$ cat config.mk
export PLATFORM = sky130hd
export DESIGN_NAME = n2_tlb_ctl_arb
export DESIGN_NICKNAME = d
export VERILOG_FILES = /design/src/rtl/n2_tlb_ctl_pkg.sv /design/src/rtl/n2_tlb_ctl_perf.sv /design/src/rtl/n2_tlb_ctl_arb.sv
export SDC_FILE = /design/constraint.sdc
export NUM_CORES = 1
export LEC_CHECK = 0
export ABC_AREA = 0
export CORE_UTILIZATION = 25
export CTS_CLUSTER_DIAMETER = 60
export DETAILED_ROUTE_END_ITERATION = 16
export GPL_TIMING_DRIVEN = 1
export PLACE_DENSITY = 0.54
export SLEW_MARGIN = 20
export SYNTH_ARGS = -nofsm -noshare
export SYNTH_HDL_FRONTEND = slang
export SYNTH_HIERARCHICAL = 1
export SYNTH_SLANG_ARGS = --single-unit
$ cat constraint.sdc
create_clock -name l2clk -period 2.3 [get_ports l2clk]
set_clock_uncertainty 0.2 [all_clocks]
set_input_delay 0.345 -clock l2clk [delete_from_list [all_inputs] [get_ports l2clk]]
set_output_delay 0.345 -clock l2clk [all_outputs]
set_load 0.1 [all_outputs]
$ cat src/rtl/n2_tlb_ctl_pkg.sv
// Shared types and constants for the TLB control sequencer/arbiter.
// The optional perf counters are enabled with N2_TLB_CTL_PERF_EN.
package n2_tlb_ctl_pkg;

    localparam int IDX_W            = 7;
    localparam int DEF_STARVE_LIMIT = 8;
    localparam int PERF_W           = 16;

    typedef enum logic [2:0] {
        ST_IDLE     = 3'd0,
        ST_WR       = 3'd1,
        ST_RD       = 3'd2,
        ST_RD_WAIT  = 3'd3,
        ST_DMP      = 3'd4,
        ST_DMP_WAIT = 3'd5
    } tlb_state_e;

    typedef enum logic [1:0] {
        DMP_PAGE = 2'd0,
        DMP_CTX  = 2'd1,
        DMP_ALL  = 2'd2,
        DMP_REAL = 2'd3
    } dmp_type_e;

    function automatic logic [PERF_W-1:0] sat_inc(input logic [PERF_W-1:0] val);
        return (val == {PERF_W{1'b1}}) ? val : val + PERF_W'(1);
    endfunction

endpackage

$ cat src/rtl/n2_tlb_ctl_perf.sv
// Saturating CAM lookup / hit / multi-hit counters (N2_TLB_CTL_PERF_EN builds only).
module n2_tlb_ctl_perf
    import n2_tlb_ctl_pkg::*;
(
    input  logic              l2clk,
    input  logic              reset,
    input  logic              cam_vld,
    input  logic              cam_hit,
    input  logic              cam_mhit,
    output logic [PERF_W-1:0] cam_lookup_cnt,
    output logic [PERF_W-1:0] cam_hit_cnt,
    output logic [PERF_W-1:0] cam_mhit_cnt
);

    logic cam_vld_d_r;

    // Array hit flags are valid the cycle after the CAM strobe.
    always_ff @(posedge l2clk) begin
        if (reset) begin
            cam_vld_d_r    <= 1'b0;
            cam_lookup_cnt <= '0;
            cam_hit_cnt    <= '0;
            cam_mhit_cnt   <= '0;
        end else begin
            cam_vld_d_r <= cam_vld;
            if (cam_vld) cam_lookup_cnt <= sat_inc(cam_lookup_cnt);
            else         cam_lookup_cnt <= cam_lookup_cnt;
            if (cam_vld_d_r && cam_hit) cam_hit_cnt <= sat_inc(cam_hit_cnt);
            else                        cam_hit_cnt <= cam_hit_cnt;
            if (cam_vld_d_r && cam_mhit) cam_mhit_cnt <= sat_inc(cam_mhit_cnt);
            else                         cam_mhit_cnt <= cam_mhit_cnt;
        end
    end

endmodule

$ cat src/rtl/n2_tlb_ctl_arb.sv
// TLB array port sequencer: arbitrates CAM lookup, fill, ASI and demap onto one port.
// Define N2_TLB_CTL_PERF_EN to add the saturating lookup/hit counters.
module n2_tlb_ctl_arb
    import n2_tlb_ctl_pkg::*;
#(
    parameter int STARVE_LIMIT = DEF_STARVE_LIMIT
) (
    input  logic             l2clk,
    input  logic             reset,
    input  logic             cam_req,
    output logic             cam_stall,
    input  logic             fill_req,
    input  logic             fill_index_vld,
    input  logic [IDX_W-1:0] fill_index,
    output logic             fill_gnt,
    input  logic             asi_req,
    input  logic             asi_rd,
    input  logic [IDX_W-1:0] asi_index,
    output logic             asi_gnt,
    output logic             asi_rd_done,
    input  logic             dmp_req,
    input  logic [1:0]       dmp_type,
    output logic             dmp_gnt,
    output logic             dmp_done,
    input  logic             tlb_cam_hit,
    input  logic             tlb_cam_mhit,
    output logic             tlb_cam_vld,
    output logic             tlb_wr_vld,
    output logic             tlb_rd_vld,
    output logic [IDX_W-1:0] tlb_rw_index,
    output logic             tlb_rw_index_vld,
    output logic             tlb_demap,
    output logic             tlb_demap_context,
    output logic             tlb_demap_all,
    output logic             tlb_demap_real,
    output logic [IDX_W-1:0] repl_ptr,
    output logic             busy
`ifdef N2_TLB_CTL_PERF_EN
    ,
    output logic [PERF_W-1:0] cam_lookup_cnt,
    output logic [PERF_W-1:0] cam_hit_cnt,
    output logic [PERF_W-1:0] cam_mhit_cnt
`endif
);

    localparam int CNT_W = (STARVE_LIMIT < 1) ? 1 : $clog2(STARVE_LIMIT + 1);
    localparam logic [CNT_W-1:0] STARVE_MAX = CNT_W'(STARVE_LIMIT);

    tlb_state_e       state_r, state_nxt_s;
    dmp_type_e        dmp_type_r, dmp_type_nxt_s;
    logic [CNT_W-1:0] starve_cnt_r, starve_nxt_s;
    logic [IDX_W-1:0] rw_index_r, rw_index_nxt_s;
    logic [IDX_W-1:0] repl_ptr_r, repl_nxt_s;
    logic             repl_used_r, repl_used_nxt_s;
    logic             maint_pend_s, sel_maint_s, grant_s;

    assign maint_pend_s = fill_req | asi_req | dmp_req;
    assign sel_maint_s  = maint_pend_s & (~cam_req | (starve_cnt_r == STARVE_MAX));
    assign grant_s      = fill_gnt | asi_gnt | dmp_gnt;
    assign tlb_rw_index = rw_index_r;
    assign repl_ptr     = repl_ptr_r;
    assign busy         = (state_r != ST_IDLE);

    // Next-state decode and array strobes; reset forces everything quiet and stalls lookups.
    always_comb begin
        state_nxt_s       = state_r;
        dmp_type_nxt_s    = dmp_type_r;
        rw_index_nxt_s    = rw_index_r;
        repl_used_nxt_s   = repl_used_r;
        repl_nxt_s        = repl_ptr_r;
        cam_stall         = cam_req;
        fill_gnt          = 1'b0;
        asi_gnt           = 1'b0;
        asi_rd_done       = 1'b0;
        dmp_gnt           = 1'b0;
        dmp_done          = 1'b0;
        tlb_cam_vld       = 1'b0;
        tlb_wr_vld        = 1'b0;
        tlb_rd_vld        = 1'b0;
        tlb_rw_index_vld  = 1'b0;
        tlb_demap         = 1'b0;
        tlb_demap_context = 1'b0;
        tlb_demap_all     = 1'b0;
        tlb_demap_real    = 1'b0;
        if (reset) begin
            cam_stall   = 1'b1;
            state_nxt_s = ST_IDLE;
        end else begin
            case (state_r)
                ST_IDLE: begin
                    if (sel_maint_s) begin
                        cam_stall = 1'b1;
                        if (dmp_req) begin
                            dmp_gnt        = 1'b1;
                            dmp_type_nxt_s = dmp_type_e'(dmp_type);
                            state_nxt_s    = ST_DMP;
                        end else if (fill_req) begin
                            fill_gnt        = 1'b1;
                            rw_index_nxt_s  = fill_index_vld ? fill_index : repl_ptr_r;
                            repl_used_nxt_s = ~fill_index_vld;
                            state_nxt_s     = ST_WR;
                        end else begin
                            asi_gnt         = 1'b1;
                            rw_index_nxt_s  = asi_index;
                            repl_used_nxt_s = 1'b0;
                            state_nxt_s     = asi_rd ? ST_RD : ST_WR;
                        end
                    end else if (cam_req) begin
                        tlb_cam_vld = 1'b1;
                        cam_stall   = 1'b0;
                    end else begin
                        cam_stall = 1'b0;
                    end
                end
                ST_WR: begin
                    tlb_wr_vld       = 1'b1;
                    tlb_rw_index_vld = 1'b1;
                    if (repl_used_r) repl_nxt_s = repl_ptr_r + IDX_W'(1);
                    else             repl_nxt_s = repl_ptr_r;
                    state_nxt_s      = ST_IDLE;
                end
                ST_RD: begin
                    tlb_rd_vld       = 1'b1;
                    tlb_rw_index_vld = 1'b1;
                    state_nxt_s      = ST_RD_WAIT;
                end
                ST_RD_WAIT: begin
                    asi_rd_done = 1'b1;
                    state_nxt_s = ST_IDLE;
                end
                ST_DMP: begin
                    tlb_demap         = 1'b1;
                    tlb_demap_context = (dmp_type_r == DMP_CTX);
                    tlb_demap_all     = (dmp_type_r == DMP_ALL);
                    tlb_demap_real    = (dmp_type_r == DMP_REAL);
                    state_nxt_s       = ST_DMP_WAIT;
                end
                ST_DMP_WAIT: begin
                    dmp_done    = 1'b1;
                    state_nxt_s = ST_IDLE;
                end
                default: begin
                    state_nxt_s = ST_IDLE;
                end
            endcase
        end
    end

    // Anti-starvation count of lookups issued ahead of a waiting maintenance request.
    always_comb begin
        if (!maint_pend_s || grant_s) begin
            starve_nxt_s = '0;
        end else if (tlb_cam_vld && (starve_cnt_r != STARVE_MAX)) begin
            starve_nxt_s = starve_cnt_r + CNT_W'(1);
        end else begin
            starve_nxt_s = starve_cnt_r;
        end
    end

    // State, captured op parameters and replacement pointer.
    always_ff @(posedge l2clk) begin
        if (reset) begin
            state_r      <= ST_IDLE;
            dmp_type_r   <= DMP_PAGE;
            starve_cnt_r <= '0;
            rw_index_r   <= '0;
            repl_ptr_r   <= '0;
            repl_used_r  <= 1'b0;
        end else begin
            state_r      <= state_nxt_s;
            dmp_type_r   <= dmp_type_nxt_s;
            starve_cnt_r <= starve_nxt_s;
            rw_index_r   <= rw_index_nxt_s;
            repl_ptr_r   <= repl_nxt_s;
            repl_used_r  <= repl_used_nxt_s;
        end
    end

`ifdef N2_TLB_CTL_PERF_EN
    n2_tlb_ctl_perf u_perf (
        .l2clk          (l2clk),
        .reset          (reset),
        .cam_vld        (tlb_cam_vld),
        .cam_hit        (tlb_cam_hit),
        .cam_mhit       (tlb_cam_mhit),
        .cam_lookup_cnt (cam_lookup_cnt),
        .cam_hit_cnt    (cam_hit_cnt),
        .cam_mhit_cnt   (cam_mhit_cnt)
    );
`else
    logic unused_hit_s;
    assign unused_hit_s = tlb_cam_hit ^ tlb_cam_mhit;
`endif

endmodule

== Word-level counts from Yosys, hierarchy flattened ==
Cells that the tools add are included.
Storage, ports and cells
  flip-flop bits (word level): 24
  latch bits: 0
  RAM bits: 0
  memory bits (read-only): 0
  input bits: 26
  output and inout port bits: 29
  word-level logic and storage cells: 85
  memories kept: 0
Operators by class
  $add $sub $neg: 2
  multipliers: 0
  divide/modulo/power cells: 0
  order comparisons: 0
  equal/unequal tests: 11
  shift operators: 0
  mux-type cells: 47
  bitwise logic cells: 9
  reduce and logical (&&, ||, !) cells: 10
Operators by type and width (number)
  $mux 1: 40
  $mux 7: 2
  $pmux 3 s3: 1
  $add 7x1->7 const B: 1
  $eq 3x2->1 const B: 2
  $eq 3x3->1 const B: 2
  $mux 3: 2
  $reduce_and 3->1: 2
  $or 1x1->1: 5
  $add 4x1->4 const B: 1
  $eq 2x2->1 const B: 2
  $eq 4x4->1 const B: 1
  $mux 2: 2
  $ne 4x4->1 const B: 1
  $reduce_or 2->1: 2
  $eq 3x1->1 const B: 1
  $logic_not 3->1: 1
  $not 1->1: 3
  $reduce_bool 3->1: 1
  $eq 2x1->1 const B: 1
  $ne 2x2->1 const B: 1
  $reduce_and 2->1: 1
  $and 1x1->1: 1
  $logic_and 1x1->1: 1
  2 further kinds: 2

== Depth between registers and ports, before layout ==
Gate-level depths: netlist (run 1).
  word-level depth: 10
  mapped depth: 6
  gate-level depth less buffers: 5

== Worst setup path before layout (run 1) ==
OpenSTA, ideal clock, no wires.
  path type: register -> output
  start: reg state_r[2]
  end: out tlb_demap_all
  data arrival time: 5351 ps
  required time: 1755 ps
  path slack: -3596 ps
  stages on the path, launching flop included: 4
  path buffers: 0
  path through: dfxtp_1 nor4b_1 nand2_1 nor2_1
Between the ends
  word-level cells in the longest chain between the ends: 3
RTL lines
  start: declaration: line n2_tlb_ctl_arb.sv:49  | tlb_state_e state_r, state_nxt_s;
  start signal: assignment: line n2_tlb_ctl_arb.sv:170  | state_r <= state_nxt_s;
  $eq 3x3->1: line n2_tlb_ctl_arb.sv:89  | case (state_r)
  $mux 1: line n2_tlb_ctl_arb.sv:89
  $mux 1: line n2_tlb_ctl_arb.sv:85  | if (reset) begin
  end: declaration: line n2_tlb_ctl_arb.sv:34  | output logic tlb_demap_all,
No other way between the ends.

== Final worst setup path (run 1) ==
  start: in asi_req
  end: out cam_stall
Between the ends
  word-level cells in the longest chain between the ends: 6
RTL lines
  start: declaration: line n2_tlb_ctl_arb.sv:16  | input logic asi_req,
  $or 1x1->1 (2 in series): line n2_tlb_ctl_arb.sv:57  | assign maint_pend_s = fill_req | asi_req | dmp_req;
  $and 1x1->1: line n2_tlb_ctl_arb.sv:58  | assign sel_maint_s = maint_pend_s & (~cam_req | (starve_cnt_r == STARVE_MAX));
  $mux 1: line n2_tlb_ctl_arb.sv:91  | if (sel_maint_s) begin
  $mux 1: line n2_tlb_ctl_arb.sv:89
  $mux 1: line n2_tlb_ctl_arb.sv:85
  end: declaration: line n2_tlb_ctl_arb.sv:11  | output logic cam_stall,
No other way between the ends.

==> impl_metrics.tcl, run 1 <==
set metrics [dict create \
    status "completed" \
    num_vias 1380 \
    peakVddDrop_mv 0.292 \
    initial_core_util 0.266 \
    dieHeight_um 76.4 \
    drv_slew 0 \
    cts_tree "built" \
    drive_above_1_share 0.295 \
    relSlewSlack 0.639 \
    ff2ff_path_depth 6 \
    hold_violations 0 \
    rsz0062_at_grt "no" \
    setup_viol 0 \
    async_reset_ff_frac 0 \
    drt-wirelength-per-cell_um 12.6 \
    ys_types 39 \
    syn_to_final_growth_pct 68.2 \
    worstMarginPinSlew_ns 0.541 \
    die_width_um 76.4 \
    synth_ff_type "dfxtp_1" \
    synth_edf_count 0 \
    wl_um 3750 \
    io_buffers 52 \
    min_path_type "primary input to flip-flop" \
    final_cell_mix "28 x buf_4, 22 x clkdlybuf4s50_1, 21 x nand2_1, 19 x dfxtp_1, 18 x mux2i_1" \
    path_buf_inv 2 \
    cts_buffer_depth 2 \
    startpoint_type "primary input" \
    drt_iter0_drc 69 \
    cpPeakStageDelay_ns 0.52 \
    mappedNetlistNets 195 \
    cts.clk_slew.worst_paths_ns 0.09 \
    cp.arrival_ns 1.67 \
    cp.required_ns 1.75 \
    nets 257 \
    synth_seq_cells 24 \
    antenna_found_initial 0 \
    drt-pass1-iter-count 4 \
    diodes 0 \
    netlist_instances 166 \
    path_delay_family "buffers and inverters" \
    min_period_over_period 0.962 \
    cts_buffers 3 \
    die-area_um2 5830 \
    clock_sinks 24 \
    grt_pass1_vias 1397 \
    syn_avg_cell_area_um2 8.33 \
    critPathSlowestCell "clkdlybuf4s50_1" \
    holdWs_ns 0.216 \
    fin_tns_setup_ns 0 \
    path_depth 5 \
    grt_first_pass_wirelength_um 6470 \
    cp_cell_sequence "clkdlybuf4s50_1, nor3_1, a21o_1, o211ai_1, buf_12" \
    detail-route-antenna-nets 0 \
    seq_area_frac_synth 0.348 \
    io_pins 55 \
    synth_warnings 6 \
    globalplace.congestion 0.746 \
    core-area_um2 5200 \
    path_max_fanout 3 \
    synth.cell_area_um2 1380 \
    grt_start_max_net_pins 20 \
    h-tree-depth 1 \
    whs_path_depth 3 \
    fmax_ghz 0.452 \
    crit_type "primary input to primary output" \
    ctsRootBufferMaster "clkbuf_8" \
    rows 26 \
    critPathCaptureType "primary output" \
    drc 0 \
    dp_hpwl_um 2900 \
    layout_min_cycle_time_ns 2.21 \
    final_common_cell "buf_4" \
    track_usage 0.136 \
    avgViaCountPerCell 4.65 \
    cts_hold_buf 0 \
    insertion_delay_ns 0.27 \
    p_per_area_nw_per_um2 550 \
    p_leak_nw 0.980 \
    max_cap_viol_count 0 \
    grt_remaining_overflow 0 \
]
-- what timing repair did --
item,in CTS,in global routing
setup endpoints to repair,0,4
gates resized for setup,0,2
setup buffers,0,0
-- Yosys cell counts (all sizes together) (3+ instances only) --
cell type | n | area, µm²
clkbuf | 8 | 30.0
nand2b | 3 | 18.8
a211o | 7 | 61.3
nor2 | 15 | 56.3
inv | 6 | 22.5
nand2 | 21 | 78.8
mux2i | 18 | 180
nand4 | 3 | 18.8
nor3 | 3 | 26.3
or2 | 3 | 18.8
and3 | 4 | 25.0
or3 | 3 | 18.8
o21ai | 4 | 20.0
a21oi | 11 | 55.1
dfxtp | 24 | 480
ha | 3 | 37.5
-- per-stage QoR --
step | total power [W] | worst slack (ns) | std cells | utilization | cell area, µm²
global route | 0.00134 | 0.00949 | 297 | 0.447 | 2330
CTS | 0.00130 | 0.0284 | 297 | 0.446 | 2320
detailed placement | 0.000912 | 0.0279 | 293 | 0.432 | 2250
floorplan | 0.000747 | -0.642 | 166 | - | 1480
global placement | 0.000912 | 0.0272 | 293 | 0.432 | 2250
finish | 0.00128 | 0.0876 | 297 | 0.447 | 2330
-- worst paths after layout --
kind / startpoint / end / slack, ns
max: asi_req / cam_stall / 0.09
min: reset / state_r[1]$_SDFFE_PP0P_ / 0.22
max reg2reg: starve_cnt_r[0]$_SDFFE_PP0P_ / tlb_rw_index[2]$_SDFFE_PP0P_ / 0.38
min reg2reg: repl_used_r$_SDFFE_PP0P_ / repl_used_r$_SDFFE_PP0P_ / 0.27
-- where the power goes --
part           switching (W)  internal, W
Combinational       0.000267     0.000175
Sequential         0.0000247     0.000434
Clock               0.000146     0.000233
-- cell type report --
cell class              instances  area, µm²
clock inverters                 1       30.0
clock buffers                   3       41.3
well taps                      70       87.6
repair buffers                 67        754
multi-input cells             126        898
inverters                       6       27.5
fillers                       520       2880
flip-flops and latches         24        487
-- state kept, by name (all words and copies together), names as in the netlist --
| register | cells |
|---|---|
| tlb_rw_index | 7 |
| repl_used_r | 1 |
| state_r | 3 |
| dmp_type_r | 2 |
| repl_ptr | 7 |
| starve_cnt_r | 4 |
-- worst min-delay path, stage by stage --
cell and delay [ns]:
dlymetal6s2s_1 0.10, buf_6 0.14, a2111oi_0 0.06
-- logic make-up after synthesis --
family | after synthesis | synth area share
adders and majority gates | 3 | 0.0272
and+or+nand+nor | 71 | 0.280
buffers and inverters | 16 | 0.0471
AOI/OAI and AO/OA | 33 | 0.162
DFF | 24 | 0.348
muxes | 18 | 0.130
xor gates and xnor gates | 1 | 0.00634
-- metal layers --
layer	global-route usage	share of wire	up-vias	wire length (µm)
met2	0.237	0.49	34	1830
met4	0.0327	0.013	0	48
met1	0.163	0.44	620	1660
met5	0	0	-	0
met3	0.0383	0.057	4	215
li1	-	-	722	-
Note: power is estimated with default switching activity, not from simulation.
==> inputs of run 2 (changes only) <==
--- a/config.mk
+++ b/config.mk
@@ -6,11 +6,11 @@
 export NUM_CORES = 1
 export LEC_CHECK = 0
 export ABC_AREA = 0
-export CORE_UTILIZATION = 25
+export CORE_UTILIZATION = 40
 export CTS_CLUSTER_DIAMETER = 60
 export DETAILED_ROUTE_END_ITERATION = 16
 export GPL_TIMING_DRIVEN = 1
-export PLACE_DENSITY = 0.54
+export PLACE_DENSITY = 0.78
 export SLEW_MARGIN = 20
 export SYNTH_ARGS = -nofsm -noshare
 export SYNTH_HDL_FRONTEND = slang
==> run 2 against run 1 <==
  * Critical endpoint unchanged
  * Flip-flop and latch count unchanged
  * Clock power down 15%
  * Sequential share of layout area up 0.14 points
  * Maximum frequency down 2.4%
  * Via count up 8.4%
  * First-iteration DRC count down 26%
  * Largest power group unchanged
  * Design area down 0.16%
  * Critical path type is now flip-flop to primary output
==> impl_metrics.tcl, run 2 (same netlist as run 1, synthesis figures left out) <==
set metrics [dict create \
    status "completed" \
    dieHeight_um 60.8 \
    insertion_delay_ns 0.34 \
    cp.required_ns 1.75 \
    die_width_um 60.8 \
    syn_to_final_growth_pct 68.0 \
    min_period_over_period 0.986 \
    cts.clk_slew.worst_paths_ns 0.15 \
    relSlewSlack 0.686 \
    max_cap_viol_count 0 \
    final_area_um2 2320 \
    cts_hold_buf 0 \
    grt_remaining_overflow 0 \
    drt_iter0_drc 51 \
    grt_first_pass_wirelength_um 5820 \
    grt_pass1_vias 1343 \
    avgViaCountPerCell 5.44 \
    cpPeakStageDelay_ns 0.37 \
    min_path_type "flip-flop to flip-flop" \
    cts_buffers 3 \
    io_buffers 52 \
    layout_min_cycle_time_ns 2.27 \
    globalplace.congestion 0.794 \
    diodes 0 \
    cp.arrival_ns 1.72 \
    setup_viol 0 \
    final_cell_mix "33 x buf_4, 22 x clkdlybuf4s50_1, 21 x nand2_1, 18 x mux2i_1, 17 x dfxtp_1" \
    drt-wirelength-per-cell_um 14.2 \
    core-area_um2 3150 \
    nets 261 \
    final_common_cell "buf_4" \
    detail-route-antenna-nets 0 \
    io_pins 55 \
    track_usage 0.208 \
    worstMarginPinSlew_ns 0.460 \
    cts_buffer_depth 2 \
    wl_um 3900 \
    dp_hpwl_um 2990 \
    startpoint_type "flip-flop" \
    drv_slew 0 \
    placedInstanceArea_um2 2210 \
    num_vias 1496 \
    drive_above_1_share 0.329 \
    rsz0062_at_grt "yes" \
    p_per_area_nw_per_um2 532 \
    drt-pass1-iter-count 4 \
    crit_type "flip-flop to primary output" \
    final_util 0.737 \
    grt_start_max_net_pins 20 \
    p_leak_nw 0.990 \
    ctsRootBufferMaster "clkbuf_4" \
    fin_cells 275 \
    critPathSlowestCell "dfxtp_2" \
    critPathCaptureType "primary output" \
    dp_cells 266 \
    drc 0 \
    hold_violations 0 \
    die-area_um2 3700 \
    peakVddDrop_mv 0.290 \
    fmax_ghz 0.441 \
    cts_tree "built" \
    cp_cell_sequence "inv_2, ha_4, nand3b_1, a21o_1, o211ai_1, clkbuf_16" \
    initial_core_util 0.438 \
    path_max_fanout 3 \
    h-tree-depth 1 \
    clock_sinks 24 \
    antenna_found_initial 0 \
    rows 20 \
]
-- run 2: path summary, 6_finish.rpt --
| path | endpoint | startpoint | cells after the start | slack (ns) |
|---|---|---|---|---|
| max reg2reg | tlb_rw_index[0]$_SDFFE_PP0P_ | starve_cnt_r[0]$_SDFFE_PP0P_ | 6 | 0.39 |
| max | cam_stall | starve_cnt_r[0]$_SDFFE_PP0P_ | 6 | 0.03 |
| min | tlb_rw_index[4]$_SDFFE_PP0P_ | tlb_rw_index[4]$_SDFFE_PP0P_ | 2 | 0.28 |
| min reg2reg | tlb_rw_index[4]$_SDFFE_PP0P_ | tlb_rw_index[4]$_SDFFE_PP0P_ | 2 | 0.28 |
-- run 2: per-layer routing --
metal,share of wire,vias to the layer above,wire [µm],global-route usage
li1,-,729,-,-
met1,0.40,707,1580,0.242
met2,0.53,55,2090,0.396
met3,0.049,5,192,0.0277
met4,0.011,0,42,0.0584
met5,0,-,0,0
-- run 2: layout make-up --
class / instances / area (µm²)
clock buffer: 3 / 22.5
timing repair buffer: 71 / 782
multi-input combinational: 126 / 916
clock inverter: 1 / 30.0
fill: 236 / 831
sequential: 24 / 489
inverter: 6 / 27.5
tap: 44 / 55.1
-- run 2: worst max-delay path: cells and delay by family, from the launching register on --
family	cells	cell delay (ns)
AOI/OAI and AO/OA	2	0.47
DFF	1	0.37
buffers and inverters	2	0.33
adders and majority gates	1	0.12
and+or+nand+nor	1	0.09
-- run 2: repair_timing --
action / in CTS / in global routing
setup buffers: 0 / 5
resized for setup: 1 / 7
hold endpoints to repair: 0 / 0
setup endpoints to repair: 2 / 5
pin swaps: 1 / 4
-- run 2: per-stage QoR --
step	power, W	hold WS [ns]	worst slack [ns]	setup TNS [ns]
2_1_floorplan	0.000747	0.238	-0.642	-2.59
3_3_place_gp	0.000896	0.254	0.0197	0
3_5_place_dp	0.000907	0.260	0.00857	0
4_1_cts	0.00122	0.280	0.00380	0
5_1_grt	0.00128	0.303	-0.0699	-0.118
6_report	0.00124	0.280	0.0321	0
-- run 2: report_power, final --
part | switching (W) | internal [W]
Combinational | 0.000272 | 0.000183
Sequential | 0.0000240 | 0.000435
Clock | 0.000146 | 0.000177
Total | 0.000441 | 0.000795
==> inputs of run 3 (changes only) <==
--- a/config.mk
+++ b/config.mk
@@ -6,6 +6,7 @@
 export NUM_CORES = 1
 export LEC_CHECK = 0
 export ABC_AREA = 0
+export ABC_CLOCK_PERIOD_IN_PS = 2300
 export CORE_UTILIZATION = 40
 export CTS_CLUSTER_DIAMETER = 60
 export DETAILED_ROUTE_END_ITERATION = 16
==> results of run 3 <==
Same layout as run 2: the final DEF is identical, and so are final timing and power.
